===== src/rtl/bus_slave_interface.sv =====
// 68030 bus slave front-end for a single 32-bit register: strobe sync, decode, wait states, DSACK.
// Optional MAXI030_BYTE_LANES_EN decodes byte_en from cpu_siz/cpu_addr[1:0]; otherwise all lanes.
module bus_slave_interface #(
  parameter logic [31:0] BASE_ADDR   = 32'h0080_0000,
  parameter logic [31:0] ADDR_MASK   = 32'hFFFF_FFFC,
  parameter int unsigned WAIT_STATES = 2
) (
  input  logic        clock,
  input  logic        reset,
  input  logic        cpu_as_n,
  input  logic        cpu_ds_n,
  input  logic        cpu_rw,
  input  logic [1:0]  cpu_siz,
  input  logic [31:0] cpu_addr,
  input  logic [31:0] cpu_data_in,
  output logic [31:0] cpu_data_out,
  output logic        data_oe,
  output logic [1:0]  dsack_n,
  output logic        cs,
  output logic        write,
  output logic [31:0] write_data,
  output logic [3:0]  byte_en,
  input  logic [31:0] reg_read_data
);

  typedef enum logic [2:0] {S_IDLE, S_WAIT, S_ACCESS, S_CAPTURE, S_ACK} state_t;

  state_t      state_q;
  logic [1:0]  as_sync_q, ds_sync_q;
  logic [3:0]  cnt_q;
  logic        rw_q, cs_q, write_q, data_oe_q;
  logic [1:0]  dsack_q;
  logic [31:0] rdata_q, wdata_q;
  logic [3:0]  be_q, be_d;
  logic        as_s, ds_s, hit;

  assign as_s = as_sync_q[1];
  assign ds_s = ds_sync_q[1];
  assign hit  = (cpu_addr & ADDR_MASK) == BASE_ADDR;

`ifdef MAXI030_BYTE_LANES_EN
  // Big-endian: offset 0 is D31:24, so lane k drives byte_en[3-k]; lanes past offset 3 drop off.
  always_comb begin
    logic [2:0] n, last;
    n    = (cpu_siz == 2'b00) ? 3'd4 : {1'b0, cpu_siz};
    last = {1'b0, cpu_addr[1:0]} + n - 3'd1;
    be_d = 4'h0;
    for (int k = 0; k < 4; k++)
      be_d[3-k] = (3'(k) >= {1'b0, cpu_addr[1:0]}) && (3'(k) <= last);
  end
`else
  logic unused_siz;
  assign unused_siz = ^cpu_siz;
  assign be_d = 4'hF;
`endif

  always_ff @(posedge clock or negedge reset) begin
    if (!reset) begin
      as_sync_q <= 2'b11;
      ds_sync_q <= 2'b11;
      state_q   <= S_IDLE;
      cnt_q     <= 4'd0;
      rw_q      <= 1'b1;
      cs_q      <= 1'b0;
      write_q   <= 1'b0;
      data_oe_q <= 1'b0;
      dsack_q   <= 2'b11;
      rdata_q   <= 32'h0;
      wdata_q   <= 32'h0;
      be_q      <= 4'h0;
    end else begin
      as_sync_q <= {as_sync_q[0], cpu_as_n};
      ds_sync_q <= {ds_sync_q[0], cpu_ds_n};
      case (state_q)
        S_IDLE: begin
          if (!as_s && !ds_s && hit) begin
            rw_q    <= cpu_rw;
            wdata_q <= cpu_data_in;
            be_q    <= be_d;
            cnt_q   <= 4'(WAIT_STATES);
            if (WAIT_STATES == 0) begin
              state_q <= S_ACCESS;
              cs_q    <= 1'b1;
              write_q <= ~cpu_rw;
            end else begin
              state_q <= S_WAIT;
            end
          end
        end
        S_WAIT: begin
          // AS dropping before the select pulse abandons the cycle silently.
          if (as_s) begin
            state_q <= S_IDLE;
          end else begin
            cnt_q <= cnt_q - 4'd1;
            if (cnt_q == 4'd1) begin
              state_q <= S_ACCESS;
              cs_q    <= 1'b1;
              write_q <= ~rw_q;
            end
          end
        end
        S_ACCESS: begin
          cs_q    <= 1'b0;
          write_q <= 1'b0;
          state_q <= S_CAPTURE;
        end
        S_CAPTURE: begin
          if (rw_q) rdata_q <= reg_read_data;
          data_oe_q <= rw_q;
          dsack_q   <= 2'b00;
          state_q   <= S_ACK;
        end
        S_ACK: begin
          if (as_s) begin
            dsack_q   <= 2'b11;
            data_oe_q <= 1'b0;
            state_q   <= S_IDLE;
          end
        end
        default: state_q <= S_IDLE;
      endcase
    end
  end

  assign cpu_data_out = rdata_q;
  assign data_oe      = data_oe_q;
  assign dsack_n      = dsack_q;
  assign cs           = cs_q;
  assign write        = write_q;
  assign write_data   = wdata_q;
  assign byte_en      = be_q;

endmodule


===== config.mk =====
export PLATFORM = sky130hd
export DESIGN_NAME = bus_slave_interface
export DESIGN_NICKNAME = d
export VERILOG_FILES = /design/src/rtl/bus_slave_interface.sv
export SDC_FILE = /design/constraint.sdc
export NUM_CORES = 1
export LEC_CHECK = 0
export CAP_MARGIN = 5
export CORE_MARGIN = 10
export CORE_UTILIZATION = 35
export DETAILED_ROUTE_END_ITERATION = 10
export PLACE_DENSITY = 0.87
export SYNTH_ARGS = -nofsm -noshare
export SYNTH_HDL_FRONTEND = slang
export SYNTH_SLANG_ARGS = --single-unit

===== constraint.sdc =====
create_clock -name clock -period 2 [get_ports clock]
set_input_delay 0.4 -clock clock [delete_from_list [all_inputs] [get_ports clock]]
set_output_delay 0.4 -clock clock [all_outputs]
set_load 0.02 [all_outputs]

==> results of run 1 <==
## kinds of logic after synthesis
group,count (synthesis),synth area share
buffers and inverters,18,0.0326
multiplexers,65,0.224
AO/OA/AOI/OAI,16,0.0299
XOR/XNOR,1,0.00268
AND/OR/NAND/NOR,43,0.0794
flip-flops,81,0.623
adder cells (fa/ha/maj),2,0.00767
## power groups by stage
stage	logic [uW]	clock network, uW	registers (uW)
2_1_floorplan	36.9	0	1770
5_1_grt	411	1400	1700
4_1_cts	388	1330	1690
3_3_place_gp	389	0	1720
6_report	385	1290	1690
3_5_place_dp	397	0	1730
## synthesized netlist by cell type
| cell | instances | area [sq um] |
|---|---|---|
| a21o_1 | 1 | 7.51 |
| a21oi_1 | 7 | 35.0 |
| and2_2 | 1 | 7.51 |
| and2b_2 | 1 | 8.76 |
| buf_1 | 2 | 7.51 |
| buf_4 | 4 | 30.0 |
| buf_6 | 3 | 33.8 |
| clkbuf_1 | 4 | 15.0 |
| clkbuf_2 | 1 | 5.00 |
| dfrtp_1 | 75 | 1880 |
| dfstp_2 | 6 | 158 |
| ha_1 | 2 | 25.0 |
| inv_1 | 4 | 15.0 |
| mux2_2 | 65 | 732 |
| nand2_1 | 7 | 26.3 |
| nand2b_1 | 3 | 18.8 |
| nand3_1 | 2 | 10.0 |
| nand3b_1 | 2 | 15.0 |
| nand4_1 | 2 | 12.5 |
| nor2_1 | 7 | 26.3 |
| nor2b_1 | 1 | 6.26 |
| nor3_1 | 2 | 10.0 |
| nor3b_1 | 1 | 7.51 |
| nor4_1 | 8 | 50.1 |
| nor4b_1 | 2 | 17.5 |
| nor4b_4 | 1 | 23.8 |
| o21ai_0 | 3 | 15.0 |
| o22ai_1 | 1 | 6.26 |
| o311ai_0 | 1 | 8.76 |
| o31a_1 | 2 | 17.5 |
| o31ai_1 | 1 | 7.51 |
| or2_2 | 3 | 18.8 |
| xnor2_1 | 1 | 8.76 |
## metrics by stage
step                total power, uW  setup WS, ps  instances  hold slack [ps]  cell area [sq um]
finish                         3370          12.3        528            -2.54               5600
global route                   3510         -57.3        528             9.67               5600
CTS                            3410         -30.0        528             1.02               5580
detailed placement             2120          -507        503              347               5180
global placement               2110          -452        503              345               5180
floorplan                      1800         -79.7        226              104               3320
## area by class of cell
class / count / share of cell area
antenna: 1 / 0.000447
clock buffer: 11 / 0.0234
clock inverter: 5 / 0.0143
inverter: 4 / 0.00268
multi-input combinational: 127 / 0.226
sequential: 81 / 0.363
tap: 111 / 0.0248
timing repair buffer: 188 / 0.345
## how the worst max path moves through the flow
stage | cells after the start | slack [ps] | start | to
3_5_place_dp | 6 | -510 | cpu_addr[25] | write_data[24]
5_1_grt | 6 | -60 | ds_sync_q[1] | write_data[9]
2_1_floorplan | 5 | -80 | cpu_addr[18] | write_data[10]
4_1_cts | 7 | -30 | as_sync_q[1] | write_data[30]
6_report | 7 | 10 | cpu_addr[25] | write_data[18]
3_3_place_gp | 6 | -450 | cpu_addr[18] | write_data[23]
## registers in the layout, indices dropped and copies added, names as in the netlist, 2 cells and up
signal and count:
write_data 32, ds_sync_q 2, as_sync_q 2, cnt_q 4, cpu_data_out 32, state_q 3
## timing repair
| action | 4_1_cts | 5_1_grt |
|---|---|---|
| endpoints found under the setup margin | 33 | 35 |
| setup buffers | 6 | 1 |
| cloned | 3 | 0 |
| pin swaps | 8 | 8 |
| gates resized for setup | 34 | 21 |
## routing by layer
layer	GRT usage	vias up	wire length, microns
met1	0.149	1264	3540
met4	0.0544	0	175
met3	0.0704	13	992
met2	0.270	91	5680
met5	0	-	0
li1	-	1162	-
==> flow_summary_export.csv, run 1 <==
group,metric,value,unit
final_layout,areaGrowthSynthToFinish,71.7,%
power,p_seq_frac,0.503,
cts,clockBufferDepth,2,
worst_setup_path,path_buf_inv,3,
yosys,synth_area,3260,sq um
cts,cts_tree,"built",
worst_setup_path,path_class,"primary input to register",
min_path,hold_class,"primary input to async pin",
worst_setup_path,crit_path_top_delay_cell,"nor4b_4",
cts,ctsHtreeMaxLevel,3,
worst_setup_path,r2r_cells,6,
die,die_x,117,microns
final_layout,layout-drive-gt1-share,0.281,
yosys,synth_cell_type_count,33,
routing,via_per_inst,4.79,
worst_setup_path,max_stage_delay,380,ps
place,portBuffers,171,
power,intPower,2620,uW
die,start_util,0.357,
sta,skew,9.42,ps
sta,setup_viol,0,
cts,clk_latency,340,ps
final_layout,final_nets,516,
yosys,ys_ff_latch,81,
routing,first_pass_iters,4,
sta,finalHoldViolCount,3,
sta,tightest_slew,459,ps
worst_setup_path,worstSetupEndpointType,"register",
routing,vias,2530,
routing,drc_errors,0,
worst_setup_path,worstPathMaxFanout,12,
sta,post-route-period-util,0.994,
cts,numCtsBuffers,9,
worst_setup_path,worstPathCellList,"dlygate4sd2_1 > nor4_4 > nand4_1 > nor4b_4 > buf_4 > buf_16 > mux2_2",
global_routing,antenna_found_initial,1,
place,dp_hpwl,7.53,mm
routing,drt-initial-drc-count,75,
worst_setup_path,r2r_start,"ds_sync_q[1]",
sta,slew_headroom,0.694,
sta,finalSetupTns,0,ps
worst_setup_path,r2r_setup_slack,20,ps
sta,slew_viol_final,0,
yosys,yosys_warnings,0,
sta,fmax,0.503,GHz
cts,cts_num_sinks,81,
worst_setup_path,worstPathArrival,2220,ps
die,io_pins,176,
die,die_y,117,microns
die,die_area,13600,sq um
power,peakVddDrop,0.347,mV
final_layout,final_cell_mix,"clkdlybuf4s50_1 (140), dfrtp_1 (75), mux2_2 (49), dlygate4sd2_1 (19), mux2_4 (16)",
cts,cts_hold_buf,0,
global_routing,grt_pass1_vias,2945,
die,rows,35,
power,power_frac_clock,0.383,
worst_setup_path,critPathLaunchType,"primary input",
global_routing,grt_pass1_wl,15.7,mm
routing,routed_wirelength,10.4,mm
worst_setup_path,timing.rr.end,"write_data[18]",
routing,wl_per_cell,19.7,microns
cts,cts.clk_slew.worst_paths,80,ps
global_routing,grt_max_degree,48,
yosys,synthCells,226,
yosys,ys_seq_area_frac,0.623,
power,combPwrFrac,0.114,
sta,grt_setup_unrepaired,"true",
final_layout,multiInputGateArea,1270,sq um
place,gp_congestion,0.727,
cts,clockRootBuffer,"clkbuf_8",
yosys,syn_nets,331,
worst_setup_path,cp.required,2230,ps
power,net-switching-power,747,uW
die,core,9150,sq um
sta,hold_ws,-2.54,ps
global_routing,grt_util_all_layers,0.151,
power,cellPowerDensity,601,nW/um^2
final_layout,layout_commonest_cell,"clkdlybuf4s50_1",
final_layout,final.fill_count,698,
routing,postRouteAntennaNets,0,
job,drv_cap,0,
sta,period_needed,1990,ps
global_routing,globalRouteOverflowTotal,0,
run_status,outcome,"finished, violations left",
final_layout,final_core_util,0.612,
run_status,violations,"hold timing",
yosys,synth.avg_cell_area,14.4,sq um
worst_setup_path,path_delay_family,"simple AND/OR/NAND/NOR gates",
power,switching_share,0.222,
final_layout,seqCellArea,2030,sq um
power,p_leak,0.00250,uW
Note: power is estimated with default switching activity, not from simulation.
==> run 2: changes to the inputs <==
--- a/config.mk
+++ b/config.mk
@@ -6,10 +6,13 @@
 export NUM_CORES = 1
 export LEC_CHECK = 0
 export CAP_MARGIN = 5
+export CELL_PAD_IN_SITES_DETAIL_PLACEMENT = 1
+export CELL_PAD_IN_SITES_GLOBAL_PLACEMENT = 1
 export CORE_MARGIN = 10
-export CORE_UTILIZATION = 35
+export CORE_UTILIZATION = 27
+export CTS_CLUSTER_SIZE = 28
 export DETAILED_ROUTE_END_ITERATION = 10
-export PLACE_DENSITY = 0.87
+export PLACE_DENSITY = 0.88
 export SYNTH_ARGS = -nofsm -noshare
 export SYNTH_HDL_FRONTEND = slang
 export SYNTH_SLANG_ARGS = --single-unit
==> flow_summary_export.csv, run 2 (synthesized netlist as in run 1, its figures left out) <==
group,metric,value,unit
run_status,outcome,"completed",
die,core,11900,sq um
die,io_pins,176,
sta,finalHoldViolCount,0,
die,start_util,0.274,
sta,slew_headroom,0.614,
routing,first_pass_iters,4,
place,post_dp_cell_area,5220,sq um
die,rows,40,
power,peakVddDrop,0.383,mV
cts,clockRootBuffer,"clkbuf_16",
sta,tightest_slew,580,ps
final_layout,diodes,0,
routing,vias,2593,
worst_setup_path,worstPathCellList,"clkdlybuf4s15_1 > nor4b_4 > nand4_1 > nor4b_4 > buf_6 > buf_12 > mux2_4",
job,drv_cap,0,
place,portBuffers,171,
sta,hold_ws,65.9,ps
cts,numCtsBuffers,9,
sta,post-route-period-util,0.979,
power,p_leak,0.00255,uW
routing,postRouteAntennaNets,0,
global_routing,antenna_found_initial,0,
final_layout,final_nets,521,
routing,via_per_inst,4.57,
final_layout,final_core_util,0.493,
worst_setup_path,r2r_setup_slack,60,ps
cts,clockBufferDepth,2,
global_routing,grt_max_degree,44,
sta,fmax,0.511,GHz
power,cellPowerDensity,693,nW/um^2
final_layout,seqCellArea,2030,sq um
sta,slew_viol_final,0,
worst_setup_path,cp_common_cell,"nor4b_4",
sta,setup_viol,0,
routing,drc_errors,0,
routing,drt-initial-drc-count,94,
worst_setup_path,max_stage_delay,380,ps
global_routing,grt_pass1_vias,3111,
min_path,hold_class,"primary input to async pin",
sta,finalSetupTns,0,ps
place,dp_hpwl,8.28,mm
worst_setup_path,worstSetupEndpointType,"register",
worst_setup_path,worstPathArrival,2160,ps
final_layout,final_cell_area,5880,sq um
die,die_x,130,microns
sta,period_needed,1960,ps
global_routing,globalRouteOverflowTotal,0,
routing,wl_per_cell,19.3,microns
cts,clk_latency,330,ps
cts,cts_hold_buf,0,
cts,cts_num_sinks,81,
sta,grt_setup_unrepaired,"true",
worst_setup_path,crit_path_top_delay_cell,"nor4b_4",
final_layout,final.fill_count,1196,
final_layout,areaGrowthSynthToFinish,80.1,%
final_layout,layout-drive-gt1-share,0.295,
die,die_area,16900,sq um
worst_setup_path,path_depth,7,
routing,routed_wirelength,11.0,mm
worst_setup_path,path_class,"primary input to register",
place,gp_congestion,0.704,
cts,ctsHtreeMaxLevel,3,
die,die_y,130,microns
final_layout,multiInputGateArea,1300,sq um
sta,skew,12.2,ps
worst_setup_path,path_delay_family,"simple AND/OR/NAND/NOR gates",
worst_setup_path,worstPathMaxFanout,7,
cts,cts.clk_slew.worst_paths,60,ps
global_routing,grt_util_all_layers,0.127,
cts,cts_tree,"built",
final_layout,final_cell_mix,"clkdlybuf4s50_1 (140), dfrtp_1 (75), mux2_2 (45), mux2_4 (20), dlygate4sd2_1 (20)",
worst_setup_path,path_buf_inv,3,
worst_setup_path,critPathLaunchType,"primary input",
worst_setup_path,r2r_cells,6,
final_layout,layout_commonest_cell,"clkdlybuf4s50_1",
worst_setup_path,cp.required,2210,ps
global_routing,grt_pass1_wl,16.6,mm
==> run 2: changes by cell type in the layout (fill, tap and decap cells not counted), moves of 2 or more <==
| cell | delta |
|---|---|
| buf_16 | +2 |
| buf_12 | -3 |
| dlymetal6s2s_1 | -6 |
| mux2_4 | +4 |
| clkdlybuf4s15_1 | +5 |
| mux2_2 | -4 |
| clkbuf_16 | +10 |
| clkinvlp_4 | -2 |
| buf_4 | +4 |
| bufinv_16 | +2 |
| clkbuf_8 | -9 |
==> run 2: layer usage <==
metal / wire [microns] / global-route usage / vias to the layer above
li1: - / - / 1171
met1: 3950 / 0.123 / 1323
met2: 5830 / 0.232 / 93
met3: 1100 / 0.0686 / 6
met4: 92 / 0.0278 / 0
met5: 0 / 0 / -
==> run 2: path summary, 6_finish.rpt <==
kind                              start             end
max reg2reg                as_sync_q[1]  write_data[15]
max in group asynchronous         reset  write_data[29]
max                        cpu_addr[19]  write_data[15]
min reg2reg                ds_sync_q[0]    ds_sync_q[1]
min in group clock         ds_sync_q[0]    ds_sync_q[1]
min                               reset      byte_en[0]
==> run 2: worst reg2reg max path: stages, from the launching register on <==
cell	delay, ps
dfstp_2	370
nor4_2	260
nand4_1	190
nor4b_4	310
buf_6	220
buf_12	150
mux2_4	310
==> run 2: power by group <==
group          internal (uW)  switching, uW  total (uW)
clock                   1350            642        1990
combinational            239            144         383
sequential              1680           18.2        1700
total                   3270            804        4070
==> run 2: final cells by class <==
type                            count  area share
Tap cell                          147      0.0313
Clock inverter                      5      0.0219
Timing Repair Buffer              193       0.337
Clock buffer                       11      0.0396
Multi-Input combinational cell    127       0.221
Inverter                            4     0.00256
Sequential cell                    81       0.346
==> run 2: stage by stage <==
| stage | setup WS [ps] | power [uW] | instances |
|---|---|---|---|
| 2_1_floorplan | -79.7 | 1800 | 226 |
| 3_3_place_gp | -530 | 2120 | 539 |
| 3_5_place_dp | -570 | 2130 | 539 |
| 4_1_cts | 6.76 | 4150 | 567 |
| 5_1_grt | -25.9 | 4240 | 568 |
| 6_report | 41.2 | 4070 | 568 |
==> run 2: what timing repair did <==
item,in CTS,in global routing
setup endpoints to repair,33,33
buffers inserted,9,1
gates cloned,3,1
resized for setup,51,19
pin swaps,8,11
